### src/rtl/hazard_forward_unit.sv
// Operand forwarding and load-use hazard unit.
// Each read port picks its operand from the highest-priority in-flight
// producer. One pending-load counter per register lets a consumer wait for
// outstanding loads. A run counter watches for stalls that never end.
module hazard_forward_unit #(
  parameter int DATA_W    = 16,
  parameter int ADDR_W    = 4,
  parameter int NUM_RD    = 2,
  parameter int CNT_W     = 2,
  parameter int STALL_MAX = 15,
  parameter int ZERO_REG  = 1
) (
  input  logic                     clk,
  input  logic                     rst_n,
  input  logic [NUM_RD-1:0]        rd_en,
  input  logic [NUM_RD*ADDR_W-1:0] rd_addr,
  input  logic [NUM_RD*DATA_W-1:0] rf_data,
  input  logic                     exm_we,
  input  logic                     exm_is_load,
  input  logic [ADDR_W-1:0]        exm_addr,
  input  logic [DATA_W-1:0]        exm_result,
  input  logic                     mwb_we,
  input  logic [ADDR_W-1:0]        mwb_addr,
  input  logic [DATA_W-1:0]        mwb_result,
  input  logic                     ld_issue,
  input  logic [ADDR_W-1:0]        ld_issue_addr,
  input  logic                     ld_done,
  input  logic [ADDR_W-1:0]        ld_done_addr,
  input  logic [DATA_W-1:0]        ld_done_data,
  input  logic                     flush,
  output logic [NUM_RD*DATA_W-1:0] fwd_data,
  output logic [NUM_RD*3-1:0]      fwd_src,
  output logic                     stall,
  output logic                     hang_err,
  output logic                     ovf_err
);

  localparam int NUM_REG = 1 << ADDR_W;
  localparam int RUN_W   = $clog2(STALL_MAX + 1);
  localparam logic [CNT_W-1:0] CNT_ONE = CNT_W'(1);
  localparam logic [CNT_W-1:0] CNT_MAX = '1;
  localparam logic [RUN_W-1:0] RUN_MAX = RUN_W'(STALL_MAX);

  typedef enum logic [2:0] {
    SRC_RF   = 3'd0,
    SRC_ZERO = 3'd1,
    SRC_LD   = 3'd2,
    SRC_EXM  = 3'd3,
    SRC_MWB  = 3'd4
  } src_e;

  logic [CNT_W-1:0] r_pend_cnt [NUM_REG];
  logic [RUN_W-1:0] r_run_cnt;
  logic             r_hang_err;
  logic             r_ovf_err;

  logic [NUM_RD-1:0] w_port_stall;
  logic              w_inc_vld;
  logic              w_dec_vld;
  logic              w_same;
  logic              w_ovf;
  logic [RUN_W-1:0]  w_run_next;

  // Register 0 is hardwired zero when ZERO_REG is set, so it is never tracked.
  function automatic logic is_tracked(input logic [ADDR_W-1:0] a);
    return !((ZERO_REG != 0) && (a == '0));
  endfunction

  for (genvar p = 0; p < NUM_RD; p++) begin : g_port
    logic [ADDR_W-1:0] w_addr;
    logic [CNT_W-1:0]  w_cnt;
    logic              w_trk;
    logic              w_ld_hit;
    logic              w_exm_ld_hit;
    logic [DATA_W-1:0] w_data;
    src_e              w_src;

    assign w_addr       = rd_addr[p*ADDR_W +: ADDR_W];
    assign w_cnt        = r_pend_cnt[w_addr];
    assign w_trk        = is_tracked(w_addr);
    assign w_ld_hit     = ld_done && (ld_done_addr == w_addr);
    assign w_exm_ld_hit = exm_we && exm_is_load && (exm_addr == w_addr);

    // Priority operand mux: zero reg, returning load, EX/MEM, MEM/WB, regfile.
    always_comb begin
      // NOTE: defaults first so every path assigns both outputs; no latch.
      w_src  = SRC_RF;
      w_data = rf_data[p*DATA_W +: DATA_W];
      if (!w_trk) begin
        w_src  = SRC_ZERO;
        w_data = '0;
      end else if (w_ld_hit && (w_cnt == CNT_ONE)) begin
        w_src  = SRC_LD;
        w_data = ld_done_data;
      end else if (exm_we && (exm_addr == w_addr) && !exm_is_load) begin
        w_src  = SRC_EXM;
        w_data = exm_result;
      end else if (mwb_we && (mwb_addr == w_addr)) begin
        w_src  = SRC_MWB;
        w_data = mwb_result;
      end
    end

    assign fwd_data[p*DATA_W +: DATA_W] = w_data;
    assign fwd_src[p*3 +: 3]            = w_src;

    // The last outstanding load can be consumed the cycle it returns; older
    // ones, or a load still sitting in EX/MEM, force a wait.
    assign w_port_stall[p] = rd_en[p] && w_trk &&
                             ((w_cnt > CNT_ONE) ||
                              ((w_cnt == CNT_ONE) && !w_ld_hit) ||
                              w_exm_ld_hit);
  end

  assign stall = (|w_port_stall) && !flush;

  // A load issuing and retiring to the same register cancels out.
  assign w_inc_vld = ld_issue && is_tracked(ld_issue_addr);
  assign w_dec_vld = ld_done && is_tracked(ld_done_addr);
  assign w_same    = w_inc_vld && w_dec_vld && (ld_issue_addr == ld_done_addr);
  assign w_ovf     = (w_inc_vld && !w_same && (r_pend_cnt[ld_issue_addr] == CNT_MAX)) ||
                     (w_dec_vld && !w_same && (r_pend_cnt[ld_done_addr] == '0));

  // Pending-load counters, saturating at both ends.
  always_ff @(posedge clk or negedge rst_n) begin
    if (!rst_n) begin
      // NOTE: this array is reset on purpose: reset must cancel every
      // outstanding load at once, so it cannot be left as plain RAM.
      for (int r = 0; r < NUM_REG; r++) begin
        r_pend_cnt[r] <= '0;
      end
    end else begin
      if (w_inc_vld && !w_same && (r_pend_cnt[ld_issue_addr] != CNT_MAX)) begin
        r_pend_cnt[ld_issue_addr] <= r_pend_cnt[ld_issue_addr] + CNT_ONE;
      end
      if (w_dec_vld && !w_same && (r_pend_cnt[ld_done_addr] != '0)) begin
        r_pend_cnt[ld_done_addr] <= r_pend_cnt[ld_done_addr] - CNT_ONE;
      end
    end
  end

  // Consecutive-stall run length, saturating at STALL_MAX.
  assign w_run_next = !stall ? '0 :
                      (r_run_cnt == RUN_MAX) ? r_run_cnt : r_run_cnt + RUN_W'(1);

  // Run counter and sticky error flags.
  always_ff @(posedge clk or negedge rst_n) begin
    if (!rst_n) begin
      r_run_cnt  <= '0;
      r_hang_err <= 1'b0;
      r_ovf_err  <= 1'b0;
    end else begin
      // NOTE: non-blocking updates so every flop samples pre-edge values.
      r_run_cnt  <= w_run_next;
      r_hang_err <= r_hang_err || (w_run_next == RUN_MAX);
      r_ovf_err  <= r_ovf_err || w_ovf;
    end
  end

  assign hang_err = r_hang_err;
  assign ovf_err  = r_ovf_err;

endmodule

### config.mk
export PLATFORM = sky130hd
export DESIGN_NAME = hazard_forward_unit
export DESIGN_NICKNAME = d
export VERILOG_FILES = /design/src/rtl/hazard_forward_unit.sv
export SDC_FILE = /design/constraint.sdc
export NUM_CORES = 1
export LEC_CHECK = 0
export BUFFER_PORTS_ARGS = -buffer_cell sky130_fd_sc_hd__buf_2
export CORE_MARGIN = 1
export CORE_UTILIZATION = 50
export CTS_BUF_LIST = sky130_fd_sc_hd__clkbuf_2
export CTS_CLUSTER_DIAMETER = 200
export DETAILED_ROUTE_END_ITERATION = 6
export PLACE_DENSITY = 0.78
export SYNTH_ARGS = -nofsm -noshare
export SYNTH_HDL_FRONTEND = slang
export SYNTH_SLANG_ARGS = --single-unit
### constraint.sdc
create_clock -name clk -period 4.4 [get_ports clk]
set_input_delay 0.22 -clock clk [delete_from_list [all_inputs] [get_ports clk]]
set_output_delay 0.22 -clock clk [all_outputs]
set_load 0.005 [all_outputs]
# == After elaboration in Yosys (flattened, before gate mapping) ==
# Cells that the tools add are included.
# totals
register_bits,38
latch_bits,0
mem_bits_rw,0
romBits,0
in_bits,114
out_inout_bits,41
word_cells,140
mem_count,0
# classes
n_addsub,3
n_mul,0
n_div,0
magnitude_cmp,8
n_eq_ne,13
n_shift,0
muxes,38
n_bitwise,4
reduce_logical,55
# ops
operator,n
$mux W16,8
$bwmux W32,2
$mux W32,2
$bmux W2 S4,4
$logic_and A1 B1 Y1,32
$eq A4 B4 Y1,7
$mux W3,8
$ge A5 B5 Y1 const B,4
$mux W2,10
$not A4 Y5,4
$demux W2 S4,2
$logic_not A4 Y1,4
$lt A5 B1 Y1 const B,2
$logic_not A1 Y1,9
$eq A4 B4 Y1 const B,2
$mux W4,2
$logic_or A1 B1 Y1,7
$add A4 B1 Y4 const B,1
$eq A2 B1 Y1 const B,2
$gt A2 B1 Y1 const B,2
$add A2 B1 Y2 const B,1
$eq A2 B2 Y1 const B,1
$logic_not A2 Y1,1
$ne A2 B2 Y1 const B,1
3 further kinds,3

# == Longest topological paths before layout ==
# Gate-level depths: netlist (run 1).
# depth
depth_word,14
depth_mapped,12
depth_no_buf,9

# == Worst setup path after synthesis (run 1) ==
# OpenSTA, ideal clock, no wires.
# synth_path
kind,input to register
startpoint,input port ld_issue_addr[0]
endpoint,register r_pend_cnt[0] (netlist name)
setup_ps,144
arrival_ps,2921
required_ps,4256
setup_slack_ps,1335
path_stages,11
n_path_buf,3
path_cell_list,buf_2 mux4_2 mux2_2 o21ai_2 buf_2 inv_1 ha_1 clkbuf_1 or4_1 mux2i_1 mux2i_1
# synth_between
elab_chain_len,11
elab_cells_between_ends,26
# synth_rtl
element,line,rtl
start: declaration,26,"input logic [ADDR_W-1:0] ld_issue_addr,"
branches (longest 10 deep; another with $add A2 B1 Y2),n/a,
$mux W32 (*),136,if (w_dec_vld && !w_same && (r_pend_cnt[ld_done_addr] != '0)) begin
end signal: indexed assignment,134,r_pend_cnt[ld_issue_addr] <= r_pend_cnt[ld_issue_addr] + CNT_ONE;
end signal: indexed assignment,137,r_pend_cnt[ld_done_addr] <= r_pend_cnt[ld_done_addr] - CNT_ONE;
end: declaration,52,logic [CNT_W-1:0] r_pend_cnt [NUM_REG];
# Every way passes the cells marked *. The select of a mux whose other input is x is not followed.

# == Worst setup path after layout (run 1) ==
# layout_path
startpoint,register r_pend_cnt[2] (netlist name)
endpoint,output port fwd_data[31]
# layout_between
elab_chain_len,7
# layout_rtl
element,line,rtl
$bmux W2 S4,79,assign w_cnt = r_pend_cnt[w_addr];
$mux W2 (not written as such) (2 in a row),79,
$eq A2 B1 Y1,92,end else if (w_ld_hit && (w_cnt == CNT_ONE)) begin
$logic_and A1 B1 Y1,92,
$mux W16,92,
$mux W16,89,if (!w_trk) begin
end: declaration,31,"output logic [NUM_RD*DATA_W-1:0] fwd_data,"
# No other way between the ends. The select of a mux whose other input is x is not followed.

==> flow_summary.ini, run 1 <==
[timing]
fin_tns_setup_ns = 0
drv_slew = 0
max_slew_margin_pct = 31.8
holdWs_ns = 0.306
fin_crit_sh_pct = 73.1
setup_violations = 0
rsz0062_at_grt = no
fin_skew_ns = 0.0176
worstMarginPinSlew_ns = 1.02
max_freq_mhz = 311
hold_viol_final = 0
period_needed_ns = 3.22

[routing]
routedWlPerCell_um = 21.2
drt_iter0_drc = 408
drc = 0
dr.pass1.iters = 5
vias = 4965
wl_um = 16200
post_drt_via_cell_ratio = 6.48
ant_nets = 0

[synthesis]
ys_seq_area_share_pct = 19.0
syn_area_um2 = 4990
synth_top_cell_by_area = dfrtp_1
synth_area_leaders = dfrtp_1 (19%), mux2i_1 (15%), mux4_2 (11%)
yosys.area.top_type_share_pct = 19.0
syn-num-nets = 622
synthArstFlopShare_pct = 100
avgSynthCellArea_um2 = 9.89
ys_types = 58
synthCells = 505
yosys.cell_count.top_type = mux2i_1
synth_ff_type = dfrtp_1
ys_ff_latch = 38
synth_edf_count = 0
yosys-top-cells-count = mux2i_1 (74), nand2_1 (42), mux2_2 (39), dfrtp_1 (38), or3_1 (33)
yosys_warnings = 0

[run]
cap_violations = 0

[min_path]
hold_path_class = in2reg
min_path_cells = 3

[cts]
path_clk_slew_ns = 0.19
hold_buffers = 1
clock_path_buffers = 2
clock_latency_ns = 0.40
htreeDepth = 2
cts_root_buffer = clkbuf_2
post_cts_buffers = 0
tritoncts = built
cts.sinks = 38
cts_made_buffers = 5
cts-resized-gates = 0

[worst_setup_path]
cp.arrival_ns = 3.00
crit_family = multiplexers
crit_buf_inv = 1
crit_end = fwd_data[31]
worstReg2RegEnd = r_pend_cnt[1]$_DFF_PN0_
path_common_cell = mux2i_1
r2r_slack_ns = 1.44
cp_num_cells = 7
path_cells = mux2i_1, mux4_2, mux2i_1, and3_1, nand2_1, a21oi_1, buf_2
crit_start = r_pend_cnt[2]$_DFF_PN0_
start_kind = register
slowest_stage = and3_1
path_max_fanout = 18
r2r_start = r_pend_cnt[26]$_DFF_PN0_
critical_path_class = reg2out
rr_worst_depth = 8
endpoint_kind = output port
crit_required_ns = 4.18
slowest_delay_ns = 0.70

[power_and_ir_drop]
p_switching_mw = 0.922
p_int_mw = 1.15
p_sw_share_pct = 44.5
powerDensity_nw_per_um2 = 357
power_leakage_nw = 2.64
combPwrFrac_pct = 53.4
peakVddDrop_mv = 0.409
power.share.clock_pct = 10.2
seq_power_share_pct = 36.4

[grt]
grt_start_max_net_pins = 39
antenna_found_initial = 2
grt_pass1_vias = 4729
grt.overflow.total = 0
grt_pass1_wl_um = 24600
grtUsageTotal_pct = 30.8

[final_layout]
area_growth_syn_to_layout_pct = 16.4
final_nets = 747
drive_above_1_share_pct = 41.0
final_core_util_pct = 59.7

[die]
die_h_um = 102
rows = 36
coreArea_um2 = 9730
die_w_um = 102
dieArea_um2 = 10400
start_util_pct = 51.3
io_pins = 155

[placement]
hpwl_um = 12200
globalplace.congestion = 0.914
portBuffers = 154

[status]
status = completed
how the worst min path moves through the flow:
stage / start / endpoint / slack, ns
5_1_grt: flush / r_run_cnt[3]$_DFF_PN0_ / 0.32
4_1_cts: ld_done_addr[3] / r_pend_cnt[7]$_DFF_PN0_ / 0.29
6_report: ld_done / r_pend_cnt[0]$_DFF_PN0_ / 0.31
2_1_floorplan: rst_n / hang_err$_DFF_PN0_ / -0.08
3_5_place_dp: rst_n / r_pend_cnt[12]$_DFF_PN0_ / 0.37
3_3_place_gp: rst_n / r_pend_cnt[12]$_DFF_PN0_ / 0.35
power by group through the flow:
stage	sequential (mW)	combinational (mW)	clock [mW]
after floorplan	0.606	0.830	0
after global placement	0.720	1.05	0
after detailed placement	0.734	1.10	0
after CTS	0.726	1.11	0.214
after global routing	0.757	1.20	0.226
final	0.753	1.11	0.211
worst reg2reg max path: cells and delay by family, from the launching register on:
kind,cells,cell delay [ns]
mux,4,1.10
buf+inv,1,0.06
simple gates,1,0.66
compound gates,1,0.13
fa+ha+maj,1,0.37
flops,1,0.51
stage by stage:
stage	cell area [um2]	setup slack, ns	power (mW)	instances
after floorplan	4990	1.34	1.44	505
after global placement	5730	1.44	1.77	755
after detailed placement	5730	1.34	1.84	755
after CTS	5810	1.21	2.04	764
after global routing	5810	1.04	2.18	766
final	5810	1.18	2.07	766
per-layer routing:
layer	GRT usage (%)	up-vias	share of wire, %
met5	0	-	0
met4	11.6	0	3.5
met3	5.06	55	9.9
met2	53.2	333	49
met1	38.7	2374	38
li1	-	2203	-
sequential cells by signal (all words and copies together) (netlist names):
signal	cells
r_run_cnt	4
hang_err	1
ovf_err	1
r_pend_cnt	32
kinds of logic (layout without fill, tap and decap cells):
logic type,count (synthesis),count (layout),synth area share (%)
multiplexers,145,145,38.4
AO/OA/AOI/OAI,83,83,12.0
XOR/XNOR,29,29,5.09
other,0,2,0
adder cells (fa/ha/maj),3,3,0.752
buffers and inverters,51,177,6.04
AND/OR/NAND/NOR,156,156,18.7
flip-flops,38,38,19.0
cell type report:
cell class                 instances  area (um2)
clock inverter                     3        40.0
clock buffer                       5        25.0
fill                             829        3920
multi-input combinational        416        3750
antenna                            2        5.00
tap                              133         166
timing repair buffer             165         856
sequential                        38         951
inverter                           4        15.0
placed cells by master (no fill, tap or decap), types with 11 or more instances in the layout:
| cell type | n |
|---|---|
| nand2_1 | 42 |
| buf_2 | 154 |
| mux4_2 | 25 |
| xor2_1 | 13 |
| or3_1 | 33 |
| mux2i_1 | 74 |
| dfrtp_1 | 38 |
| o211ai_1 | 25 |
| mux2_2 | 39 |
| a21oi_1 | 32 |
| or4_1 | 11 |
| xnor2_1 | 16 |
Power figures use the tool's default switching activity.
==> inputs of run 2 (changes only) <==
--- a/config.mk
+++ b/config.mk
@@ -7,11 +7,11 @@
 export LEC_CHECK = 0
 export BUFFER_PORTS_ARGS = -buffer_cell sky130_fd_sc_hd__buf_2
 export CORE_MARGIN = 1
-export CORE_UTILIZATION = 50
+export CORE_UTILIZATION = 49
 export CTS_BUF_LIST = sky130_fd_sc_hd__clkbuf_2
 export CTS_CLUSTER_DIAMETER = 200
 export DETAILED_ROUTE_END_ITERATION = 6
-export PLACE_DENSITY = 0.78
+export PLACE_DENSITY = 0.8
 export SYNTH_ARGS = -nofsm -noshare
 export SYNTH_HDL_FRONTEND = slang
 export SYNTH_SLANG_ARGS = --single-unit
==> constraint.sdc (replaced) <==
create_clock -name clk -period 2.9 [get_ports clk]
set_input_delay 0.145 -clock clk [delete_from_list [all_inputs] [get_ports clk]]
set_output_delay 0.145 -clock clk [all_outputs]
set_load 0.005 [all_outputs]
==> run 2 against run 1 <==
  * Sequential cell count unchanged
  * Highest routed layer unchanged
  * Critical endpoint is now fwd_data[13]
  * Largest power group unchanged
  * Via count increased by 5.9%
  * Hold slack worse by 0.075 ns
  * Clock skew grew 0.012 ns
  * Wire length is 7.3% higher
  * Setup slack worse by 1.2 ns
==> flow_summary.ini, run 2 (synthesized netlist as in run 1, its figures left out) <==
[routing]
ant_nets = 0
wl_um = 17400
routedWlPerCell_um = 22.0
drt_iter0_drc = 412
post_drt_via_cell_ratio = 6.64
vias = 5256
dr.pass1.iters = 5
drc = 0

[timing]
drv_slew = 0
setup_violations = 0
max_slew_margin_pct = 40.9
period_needed_ns = 2.89
fin_skew_ns = 0.0297
fin_tns_setup_ns = 0
worstMarginPinSlew_ns = 0.879
fin_crit_sh_pct = 99.7
hold_viol_final = 0
rsz0062_at_grt = yes
max_freq_mhz = 346

[placement]
globalplace.congestion = 0.983
portBuffers = 154
dp.cells = 780
hpwl_um = 12900

[grt]
grt_pass1_wl_um = 25600
grt.overflow.total = 0
antenna_found_initial = 0
grt_pass1_vias = 4932
grtUsageTotal_pct = 31.5
grt_start_max_net_pins = 39

[final_layout]
area_growth_syn_to_layout_pct = 22.3
top_register = r_pend_cnt
nFillCells = 810
final_nets = 776
fin_cells = 791
num_antenna_cells = 0
mostFrequentLayoutCells = buf_2 (154), mux2i_1 (73), nand2_1 (42), mux2_2 (38), dfrtp_1 (36)
final_common_cell = buf_2
drive_above_1_share_pct = 45.3
reg_top3 = r_pend_cnt (32), r_run_cnt (4)
largest_register_ffs = 32

[cts]
path_clk_slew_ns = 0.17
htreeDepth = 2
cts_root_buffer = clkbuf_2
clock_path_buffers = 2
cts_made_buffers = 5
clock_latency_ns = 0.40
tritoncts = built
cts.sinks = 38

[power_and_ir_drop]
p_sw_share_pct = 45.6
seq_power_share_pct = 33.6
peakVddDrop_mv = 0.381
total_power_mw = 3.28
powerDensity_nw_per_um2 = 537
p_int_mw = 1.78
power.share.clock_pct = 6.4
combPwrFrac_pct = 59.9
p_switching_mw = 1.49
power_leakage_nw = 2.79

[min_path]
hold_path_class = in2reg
min_from = ld_done_addr[1]
min_path_cells = 3
hold_end = r_pend_cnt[24]$_DFF_PN0_

[die]
die_w_um = 103
start_util_pct = 50.8
coreArea_um2 = 9820
rows = 36
die_h_um = 103
io_pins = 155
dieArea_um2 = 10600

[worst_setup_path]
worstReg2RegEnd = r_pend_cnt[1]$_DFF_PN0_
endpoint_kind = output port
path_max_fanout = 8
rr_worst_depth = 6
r2r_start = r_pend_cnt[9]$_DFF_PN0_
r2r_slack_ns = 0.09
crit_required_ns = 2.76
cp.arrival_ns = 2.75
critical_path_class = reg2out
start_kind = register

[run]
cap_violations = 0

[status]
status = completed
[run 2: cell type report]
class	count	area [um2]	share of cell area [%]
multi-input cells	416	3820	62.6
repair buffers	194	1120	18.3
flip-flops and latches	38	953	15.6
well taps	133	166	2.73
clock buffers	5	25.0	0.410
inverters	4	15.0	0.246
clock inverters	1	3.75	0.0615
[run 2: worst max-delay path, stage by stage (launching register included)]
cell and delay [ns]:
dfrtp_1 0.43, buf_4 0.17, mux4_2 0.47, o22ai_2 0.18, o22ai_2 0.12, or3b_4 0.50
buf_12 0.18, o211ai_1 0.08, a21oi_1 0.09, buf_2 0.14
[run 2: per-layer routing]
layer  track usage, %  vias to the layer above  wire [um]
li1                 -                     2264          -
met1             38.4                     2517       6300
met2             52.8                      383       8510
met3             6.51                       92       1800
met4             15.9                        0        837
met5                0                        -          0
[run 2: how the worst max path moves through the flow]
stage,to,cells past startpoint,start,slack (ns)
6_report,fwd_data[13],9,r_pend_cnt[3]$_DFF_PN0_,0.008
5_1_grt,fwd_data[13],9,r_pend_cnt[17]$_DFF_PN0_,-0.08
4_1_cts,fwd_data[31],9,r_pend_cnt[25]$_DFF_PN0_,0.002
3_5_place_dp,r_pend_cnt[29]$_DFF_PN0_,8,ld_issue_addr[0],-0.05
3_3_place_gp,r_pend_cnt[7]$_DFF_PN0_,7,ld_issue_addr[0],0.08
2_1_floorplan,r_pend_cnt[0]$_DFF_PN0_,10,r_pend_cnt[16]$_DFF_PN0_,0.004
[run 2: timing repair]
item	in CTS	in global routing
setup buffers	0	5
pin swaps	0	15
resized for setup	5	20
endpoints found under the setup margin	14	57
hold endpoints to repair	38	0
hold buffers	1	0
[run 2: per-stage QoR]
step                worst slack (ns)  hold WS (ns)  instance area (um2)  util, %
global route                 -0.0818         0.199                 6110     62.2
finish                       0.00783         0.231                 6110     62.2
global placement              0.0771         0.274                 5920     60.3
floorplan                    0.00385        -0.151                 5000        -
CTS                          0.00203         0.211                 5970     60.8
detailed placement           -0.0524         0.288                 5920     60.3
[run 2: power by group through the flow]
stage                     Sequential, mW  Clock, mW  Combinational [mW]
final                               1.10      0.211                1.96
after global routing                1.10      0.240                2.08
after CTS                           1.04      0.214                1.87
after detailed placement            1.06          0                1.86
after global placement              1.03          0                1.77
after floorplan                    0.919          0                1.26
==> inputs of run 3 (changes only) <==
--- a/config.mk
+++ b/config.mk
@@ -7,11 +7,11 @@
 export LEC_CHECK = 0
 export BUFFER_PORTS_ARGS = -buffer_cell sky130_fd_sc_hd__buf_2
 export CORE_MARGIN = 1
-export CORE_UTILIZATION = 49
+export CORE_UTILIZATION = 50
 export CTS_BUF_LIST = sky130_fd_sc_hd__clkbuf_2
 export CTS_CLUSTER_DIAMETER = 200
 export DETAILED_ROUTE_END_ITERATION = 6
-export PLACE_DENSITY = 0.8
+export PLACE_DENSITY = 0.78
 export SYNTH_ARGS = -nofsm -noshare
 export SYNTH_HDL_FRONTEND = slang
 export SYNTH_SLANG_ARGS = --single-unit
==> constraint.sdc (replaced) <==
create_clock -name clk -period 3.3 [get_ports clk]
set_input_delay 0.165 -clock clk [delete_from_list [all_inputs] [get_ports clk]]
set_output_delay 0.165 -clock clk [all_outputs]
set_load 0.005 [all_outputs]
==> run 3 against run 2 <==
  * Wire length shrank 5.4%
  * Clock power grew 71%
  * Die area shrank 2.0%
  * Clock skew shrank 0.024 ns
  * Combinational power shrank 22%
  * Hold slack gained 0.023 ns
  * Via count shrank 3.9%
==> flow_summary.ini, run 3 (synthesized netlist as in run 1, its figures left out) <==
[worst_setup_path]
path_cells = mux4_2, mux4_2, inv_1, ha_1, nor3b_1, and4_1, mux2i_1
start_kind = register
slowest_stage = nor3b_1
crit_required_ns = 3.61
endpoint_kind = register
path_common_cell = mux4_2
crit_buf_inv = 1
path_max_fanout = 11
critical_path_class = reg2reg
cp.arrival_ns = 3.48
slowest_delay_ns = 1.13
crit_family = simple AND/OR/NAND/NOR gates

[die]
rows = 36
io_pins = 155
die_h_um = 102
start_util_pct = 51.3
dieArea_um2 = 10400
coreArea_um2 = 9730
die_w_um = 102

[placement]
hpwl_um = 12300
portBuffers = 154
place_ws_ns = 0.286
globalplace.congestion = 0.915
dp.cells = 768

[cts]
tritoncts = built
htreeDepth = 2
clock_path_buffers = 2
cts_root_buffer = clkbuf_2
clock_latency_ns = 0.38
cts.sinks = 38
cts-resized-gates = 0
cts_made_buffers = 5
path_clk_slew_ns = 0.20

[grt]
grt_pass1_wl_um = 25200
grtUsageTotal_pct = 31.6
grt.overflow.total = 0
grt_pass1_vias = 4855
antenna_found_initial = 1
grt_start_max_net_pins = 39

[run]
cap_violations = 0

[power_and_ir_drop]
p_int_mw = 1.63
power.share.clock_pct = 12.5
powerDensity_nw_per_um2 = 484
combPwrFrac_pct = 53.0
seq_power_share_pct = 34.5
power_leakage_nw = 2.71
p_switching_mw = 1.24
peakVddDrop_mv = 0.372
p_sw_share_pct = 43.3

[timing]
period_needed_ns = 3.17
fin_skew_ns = 0.00612
max_freq_mhz = 315
fin_crit_sh_pct = 96.2
drv_slew = 0
fin_tns_setup_ns = 0
setup_violations = 0
hold_viol_final = 0
max_slew_margin_pct = 5.45
worstMarginPinSlew_ns = 1.42
rsz0062_at_grt = no
worst_slack_ns = 0.126

[min_path]
hold_path_class = in2reg

[routing]
dr.pass1.iters = 5
vias = 5051
drc = 0
ant_nets = 0
routedWlPerCell_um = 21.2
wl_um = 16500
drt_iter0_drc = 394
post_drt_via_cell_ratio = 6.49

[final_layout]
mostFrequentLayoutCells = buf_2 (154), mux2i_1 (74), nand2_1 (42), mux2_2 (39), dfrtp_1 (38)
largest_register_ffs = 32
top_register = r_pend_cnt
nFillCells = 818
reg_top3 = r_pend_cnt (32), r_run_cnt (4)
drive_above_1_share_pct = 42.1
area_growth_syn_to_layout_pct = 18.8
fin_cells = 778
multiInputGateArea_um2 = 3750
final_nets = 760
final_common_cell = buf_2
register_area_um2 = 951

[status]
status = completed
==> run 3: changes by cell type in the layout (fill, tap and decap cells not counted), sizes merged <==
cell,previous run,this run
diode,0,1
bufinv,0,2
buf,193,177
==> run 3: what timing repair did <==
item | CTS | global route
buffers inserted | 0 | 0
hold buffers | 1 | 0
hold endpoints to repair | 38 | 0
==> run 3: stage by stage <==
stage                     power, mW  hold slack (ns)  util, %  area [um2]
final                          2.87            0.255     60.9        5930
after global routing           3.02            0.243     60.9        5930
after CTS                      2.83            0.235     60.9        5930
after detailed placement       2.47            0.322     59.9        5830
after global placement         2.40            0.297     59.9        5830
after floorplan                1.91           -0.131        -        4990
==> run 3: area by class of cell <==
| class | instances | share of cell area [%] |
|---|---|---|
| Multi-Input combinational cell | 416 | 63.3 |
| Antenna cell | 1 | 0.0422 |
| Clock buffer | 5 | 0.422 |
| Clock inverter | 3 | 1.08 |
| Sequential cell | 38 | 16.0 |
| Tap cell | 133 | 2.81 |
| Inverter | 4 | 0.253 |
| Timing Repair Buffer | 178 | 16.1 |
==> run 3: final timing paths <==
path / startpoint / slack, ns / cells after the start / end
max: r_pend_cnt[26]$_DFF_PN0_ / 0.13 / 7 / r_pend_cnt[5]$_DFF_PN0_
min: ld_done / 0.25 / 3 / r_pend_cnt[0]$_DFF_PN0_
max reg2reg: r_pend_cnt[26]$_DFF_PN0_ / 0.13 / 7 / r_pend_cnt[5]$_DFF_PN0_
min reg2reg: hang_err$_DFF_PN0_ / 0.50 / 1 / hang_err$_DFF_PN0_
max in group asynchronous: rst_n / 2.32 / 2 / r_pend_cnt[16]$_DFF_PN0_
min in group asynchronous: rst_n / 0.43 / 2 / r_pend_cnt[12]$_DFF_PN0_
==> run 3: worst reg2reg max path, stage by stage (launching register included) <==
cell     delay (ns)
dfrtp_1        0.52
mux4_2         0.29
mux4_2         0.25
inv_1          0.05
ha_1           0.23
nor3b_1        1.13
and4_1         0.41
mux2i_1        0.23
==> run 3: power by group through the flow <==
| stage | registers (mW) | clock network (mW) | logic, mW |
|---|---|---|---|
| 2_1_floorplan | 0.807 | 0 | 1.11 |
| 3_3_place_gp | 0.954 | 0 | 1.44 |
| 3_5_place_dp | 0.966 | 0 | 1.50 |
| 4_1_cts | 0.956 | 0.364 | 1.51 |
| 5_1_grt | 0.999 | 0.385 | 1.64 |
| 6_report | 0.990 | 0.360 | 1.52 |
==> run 3: routing by layer <==
| layer | vias to the layer above | global-route usage (%) | wire, um |
|---|---|---|---|
| met5 | - | 0 | 0 |
| li1 | 2235 | - | - |
| met1 | 2397 | 39.4 | 6230 |
| met3 | 58 | 7.80 | 1680 |
| met2 | 361 | 49.9 | 7920 |
| met4 | 0 | 18.6 | 665 |
